--- src/rtl/dvi_video_timing_gen.sv ---
// -----------------------------------------------------------------------------
// dvi_video_timing_gen
// Raster timing generator for the DVI transmit path. It runs on the pixel
// clock and drives the TMDS encoders with sync, data enable and pixel
// coordinates. The raster only runs while the MMCM reports lock; losing lock
// parks the counters at (0,0) and blanks every output on the next cycle.
//
// Optional build: define DVI_VTG_TPG_EN to add the o_rgb colour-bar pattern.
//
// Ports
//   i_clk          in   pixel clock
//   w_srst         in   asynchronous active-high reset
//   i_locked       in   MMCM lock (already in the i_clk domain), raster enable
//   o_hsync        out  horizontal sync, active level H_POL
//   o_vsync        out  vertical sync, active level V_POL
//   o_de           out  data enable, high in the active region
//   o_x / o_y      out  pixel column / line, 0 while o_de=0
//   o_frame_start  out  one-cycle pulse with pixel (0,0)
//   o_rgb          out  {R,G,B} colour bars (DVI_VTG_TPG_EN builds only)
// All outputs are registered, one cycle behind the counters.
// -----------------------------------------------------------------------------
module dvi_video_timing_gen #(
    parameter int H_ACTIVE = 640,
    parameter int H_FP     = 16,
    parameter int H_SYNC   = 96,
    parameter int H_BP     = 48,
    parameter int V_ACTIVE = 480,
    parameter int V_FP     = 10,
    parameter int V_SYNC   = 2,
    parameter int V_BP     = 33,
    parameter bit H_POL    = 1'b0,
    parameter bit V_POL    = 1'b0
) (
    input  logic        i_clk,
    input  logic        w_srst,
    input  logic        i_locked,
    output logic        o_hsync,
    output logic        o_vsync,
    output logic        o_de,
    output logic [11:0] o_x,
    output logic [11:0] o_y,
    output logic        o_frame_start
`ifdef DVI_VTG_TPG_EN
    ,
    output logic [23:0] o_rgb
`endif
);

    localparam logic [11:0] H_ACT_C   = 12'(H_ACTIVE);
    localparam logic [11:0] H_SS_C    = 12'(H_ACTIVE + H_FP);
    localparam logic [11:0] H_SE_C    = 12'(H_ACTIVE + H_FP + H_SYNC);
    localparam logic [11:0] H_TOTAL_C = 12'(H_ACTIVE + H_FP + H_SYNC + H_BP);
    localparam logic [11:0] V_ACT_C   = 12'(V_ACTIVE);
    localparam logic [11:0] V_SS_C    = 12'(V_ACTIVE + V_FP);
    localparam logic [11:0] V_SE_C    = 12'(V_ACTIVE + V_FP + V_SYNC);
    localparam logic [11:0] V_TOTAL_C = 12'(V_ACTIVE + V_FP + V_SYNC + V_BP);

    typedef enum logic {ST_IDLE, ST_RUN} state_t;

    state_t      state_reg;
    logic [11:0] h_cnt_reg, v_cnt_reg;
    logic [11:0] h_cnt_next, v_cnt_next;
    logic        hsync_reg, vsync_reg, de_reg, fs_reg;
    logic [11:0] x_reg, y_reg;

    logic        h_last, v_last;
    logic        de_next, hs_act, vs_act, fs_next;

    // Counter wrap: v_cnt steps only when h_cnt wraps.
    always_comb begin
        h_last     = (h_cnt_reg == H_TOTAL_C - 12'd1);
        v_last     = (v_cnt_reg == V_TOTAL_C - 12'd1);
        h_cnt_next = h_last ? 12'd0 : h_cnt_reg + 12'd1;
        v_cnt_next = v_cnt_reg;
        if (h_last) begin
            v_cnt_next = v_last ? 12'd0 : v_cnt_reg + 12'd1;
        end
    end

    // Decode of the current counter value; registered below.
    always_comb begin
        de_next = (h_cnt_reg < H_ACT_C) && (v_cnt_reg < V_ACT_C);
        hs_act  = (h_cnt_reg >= H_SS_C) && (h_cnt_reg < H_SE_C);
        // vsync depends on v_cnt only, so it switches with the h_cnt=0 pixel.
        vs_act  = (v_cnt_reg >= V_SS_C) && (v_cnt_reg < V_SE_C);
        fs_next = de_next && (h_cnt_reg == 12'd0) && (v_cnt_reg == 12'd0);
    end

    // IDLE keeps the counters at 0, so the first locked cycle decodes (0,0)
    // and the pulse on o_frame_start follows one cycle later.
    always_ff @(posedge i_clk or posedge w_srst) begin
        if (w_srst) begin
            state_reg <= ST_IDLE;
            h_cnt_reg <= 12'd0;
            v_cnt_reg <= 12'd0;
            hsync_reg <= ~H_POL;
            vsync_reg <= ~V_POL;
            de_reg    <= 1'b0;
            x_reg     <= 12'd0;
            y_reg     <= 12'd0;
            fs_reg    <= 1'b0;
        end else begin
            case (state_reg)
                ST_IDLE: state_reg <= i_locked ? ST_RUN : ST_IDLE;
                ST_RUN:  state_reg <= i_locked ? ST_RUN : ST_IDLE;
                default: state_reg <= ST_IDLE;
            endcase
            if (i_locked) begin
                h_cnt_reg <= h_cnt_next;
                v_cnt_reg <= v_cnt_next;
                hsync_reg <= hs_act ? H_POL : ~H_POL;
                vsync_reg <= vs_act ? V_POL : ~V_POL;
                de_reg    <= de_next;
                x_reg     <= de_next ? h_cnt_reg : 12'd0;
                y_reg     <= de_next ? v_cnt_reg : 12'd0;
                fs_reg    <= fs_next;
            end else begin
                // Lock lost (or still absent): blank immediately, even mid-line.
                h_cnt_reg <= 12'd0;
                v_cnt_reg <= 12'd0;
                hsync_reg <= ~H_POL;
                vsync_reg <= ~V_POL;
                de_reg    <= 1'b0;
                x_reg     <= 12'd0;
                y_reg     <= 12'd0;
                fs_reg    <= 1'b0;
            end
        end
    end

    assign o_hsync       = hsync_reg;
    assign o_vsync       = vsync_reg;
    assign o_de          = de_reg;
    assign o_x           = x_reg;
    assign o_y           = y_reg;
    assign o_frame_start = fs_reg;

`ifdef DVI_VTG_TPG_EN
    // Eight bars of H_ACTIVE/8 pixels; bar 7 runs to the end of the line and
    // so takes any remainder. Bar index comes from a thermometer of compares.
    logic [7:1]  bar_ge;
    logic [2:0]  bar_idx;
    logic [23:0] bar_rgb;
    logic [23:0] rgb_reg;

    genvar gi;
    generate
        for (gi = 1; gi < 8; gi = gi + 1) begin : g_bar_edge
            assign bar_ge[gi] = (h_cnt_reg >= 12'(gi * (H_ACTIVE / 8)));
        end
    endgenerate

    always_comb begin
        bar_idx = 3'd0;
        for (int i = 1; i < 8; i++) begin
            if (bar_ge[i]) begin
                bar_idx = 3'(i);
            end
        end
        case (bar_idx)
            3'd0:    bar_rgb = 24'hFFFFFF;
            3'd1:    bar_rgb = 24'hFFFF00;
            3'd2:    bar_rgb = 24'h00FFFF;
            3'd3:    bar_rgb = 24'h00FF00;
            3'd4:    bar_rgb = 24'hFF00FF;
            3'd5:    bar_rgb = 24'hFF0000;
            3'd6:    bar_rgb = 24'h0000FF;
            default: bar_rgb = 24'h000000;
        endcase
    end

    always_ff @(posedge i_clk or posedge w_srst) begin
        if (w_srst) begin
            rgb_reg <= 24'd0;
        end else begin
            rgb_reg <= (i_locked && de_next) ? bar_rgb : 24'd0;
        end
    end

    assign o_rgb = rgb_reg;
`endif

endmodule
--- config.mk ---
export PLATFORM = sky130hd
export DESIGN_NAME = dvi_video_timing_gen
export DESIGN_NICKNAME = d
export VERILOG_FILES = /design/src/rtl/dvi_video_timing_gen.sv
export SDC_FILE = /design/constraint.sdc
export NUM_CORES = 1
export LEC_CHECK = 0
export CAP_MARGIN = 10
export CORE_MARGIN = 8
export CORE_UTILIZATION = 49
export CTS_CLUSTER_DIAMETER = 40
export DETAILED_ROUTE_END_ITERATION = 6
export GPL_ROUTABILITY_DRIVEN = 1
export PLACE_DENSITY = 0.75
export SLEW_MARGIN = 10
export SYNTH_ARGS = -nofsm -noshare
export SYNTH_HDL_FRONTEND = slang
export SYNTH_SLANG_ARGS = --single-unit
--- constraint.sdc ---
create_clock -name i_clk -period 1.8 [get_ports i_clk]
set_input_delay 0.27 -clock i_clk [delete_from_list [all_inputs] [get_ports i_clk]]
set_output_delay 0.27 -clock i_clk [all_outputs]
set_load 0.02 [all_outputs]
==> metrics.cfg <==
[floorplan]
core_area_um2 = 4690
die_x_um = 85.5
start_util_pct = 50.4
num_io_pins = 31
rows = 25
dieArea_um2 = 7300
fp.dieH_um = 85.5

[grt]
grtUsageMet2_pct = 23.1
gr-total-overflow = 0
grt_max_degree = 53
use_met3_pct = 3.47
grtUsageTotal_pct = 14.8
grt_first_pass_wirelength_um = 8740
grt_pass1_vias = 1822
antenna_found_initial = 0
grtUsageMet1_pct = 18.7
busiest_layer = met2

[clock_network]
cts_tree = built
hold_buffers = 0
h-tree-depth = 2
clk-insertion-delay-late_ns = 0.30
cts.path.max_buffers = 2
cts.sinks = 52
clk_pin_slew_ns = 0.09
cts_buffers = 5
root_buffer = clkbuf_8

[synthesis]
synth_xor_xnor_area_share_pct = 2.96
synthAdderAreaFrac_pct = 2.12
synthFlopType = dfrtp_1
yosysUniqueCellTypes = 44
synth_cells = 214
async_flop_share_pct = 100
yosys.area_share.simple_pct = 23.8
syn-cell-area_um2 = 2360
synth_top_family_by_area = simple AND/OR/NAND/NOR gates
synth_edf_count = 0
synth-seq-cells = 52
muxShareOfSynthArea_pct = 0.424
synth_warnings = 0
avgSynthCellArea_um2 = 11.0
synth_compound_area_share_pct = 10.6
ys_seq_area_share_pct = 55.2

[placement]
placedInstanceArea_um2 = 2890
dp_hpwl_um = 3650
gp_congestion = 0.899
place_inst = 320
port_buffers = 30

[cells_and_area]
synthToLayoutAreaGrowth_pct = 30.8
stdcell_area_um2 = 3090
layout_common_cells = dfrtp_1, clkdlybuf4s50_1, buf_4
final.fill_count = 373
drive_above_1_share_pct = 22.2
fin_cells = 333
final_common_cell = dfrtp_1
diodes = 0
fin_nets = 285

[setup_path]
startpoint_type = register
worstPathMaxFanout = 8
critPathCaptureType = register
crit_type = reg -> reg
worst_r2r_path_depth = 4
crit_arrival_ns = 2.07
cp.required_ns = 1.99
r2r_slack_ns = -0.08

[route]
drt-total-wl_um = 5120
route.vias.total = 1812
drc = 0
vias_per_cell = 5.44
first_pass_iters = 4
drtAntennaViolNets = 0
drt_iter0_markers = 139
wl_per_cell_um = 15.4

[timing]
rsz0062_at_grt = true
fmax_ghz = 0.532
setup_violations = 9
skew_ns = 0.00435
finalHoldViolCount = 0
maxSlewViolCount = 0
worst_slack_ns = -0.0809
finalCritPeriodShare_pct = 104
whs_ns = 0.335
layout_min_cycle_time_ns = 1.88

[pwr]
total_leakage_power_uw = 0.00135
ir_drop_uv = 286
powerDensity_nw_per_um2 = 669
power_uw = 2070

[min_path]
worstHoldPathType = in -> async

[run]
max_cap_violations = 0

[run_status]
violations = setup timing
status = finished, violations left

[where the power goes]
part           switching (uW)  total (uW)  internal (uW)
sequential               18.4        1210           1190
combinational             104         199           94.9
clock                     380         657            277
[through the flow]
stage               utilization (%)  setup TNS, ns  setup WS (ns)
global route                   65.9         -0.949         -0.133
finish                         65.9         -0.396        -0.0809
floorplan                         -         -0.193        -0.0632
global placement               61.7          -1.48        -0.0760
detailed placement             61.7          -2.26        -0.0962
CTS                            64.5         -0.319        -0.0737
[cell families after synthesis]
kind of cell | Yosys count
adders and majority gates | 4
DFF | 52
muxes | 1
xor gates and xnor gates | 8
and+or+nand+nor | 96
AOI/OAI and AO/OA | 33
other | 1
buffers and inverters | 19
[area by class of cell]
class	count	area, um2	share of cell area (%)
sequential	52	1300	42.2
timing repair buffer	62	561	18.1
clock buffer	6	72.6	2.35
tap	54	67.6	2.19
inverter	10	37.5	1.21
multi-input combinational	147	1030	33.4
clock inverter	2	16.3	0.526
[worst max-delay path, cell delays in order, from the launching register on]
cell and delay (ns):
dfrtp_1 0.40, or4_4 0.59, o41a_4 0.51, a22oi_2 0.19, o31ai_1 0.08
[cell usage after synthesis (2+ instances only)]
cell	number	area, um2
nor2_1	12	45.0
buf_6	2	22.5
clkbuf_1	4	15.0
and4_1	3	26.3
o32ai_1	3	26.3
and2_1	21	131
nor4b_1	3	26.3
nor4_1	3	18.8
o22ai_1	3	18.8
nand3_1	14	70.1
a21boi_0	3	22.5
dfstp_2	2	52.6
xnor2_1	6	52.6
nand4_1	7	43.8
a21oi_1	5	25.0
xor2_1	2	17.5
inv_1	10	37.5
nor3_1	5	25.0
a311oi_1	2	17.5
nand2_1	13	48.8
a31oi_1	3	18.8
o21ai_0	8	40.0
clkbuf_8	2	27.5
or3_1	3	18.8
ha_1	4	50.1
and3_1	4	25.0
dfrtp_1	50	1250
[path summary, 6_finish.rpt]
check                             start      endpoint
max                        h_cnt_reg[5]  v_cnt_reg[3]
min                              w_srst        o_y[2]
max reg2reg                h_cnt_reg[5]  v_cnt_reg[3]
min reg2reg                h_cnt_reg[1]        o_x[1]
max in group asynchronous        w_srst       o_hsync
min in group i_clk         h_cnt_reg[1]        o_x[1]
[layer usage]
| metal | wire [um] | vias to the layer above |
|---|---|---|
| met2 | 2460 | 47 |
| met3 | 260 | 6 |
| met1 | 2310 | 878 |
| met4 | 79 | 0 |
| met5 | 0 | - |
| li1 | - | 881 |
[timing repair]
| item | CTS | global route |
|---|---|---|
| setup buffers | 2 | 3 |
| hold endpoints to repair | 0 | 0 |
| endpoints found under the setup margin | 19 | 14 |
| gates resized for setup | 11 | 10 |
| pin swaps | 7 | 3 |
Note: power is estimated with default switching activity, not from simulation.
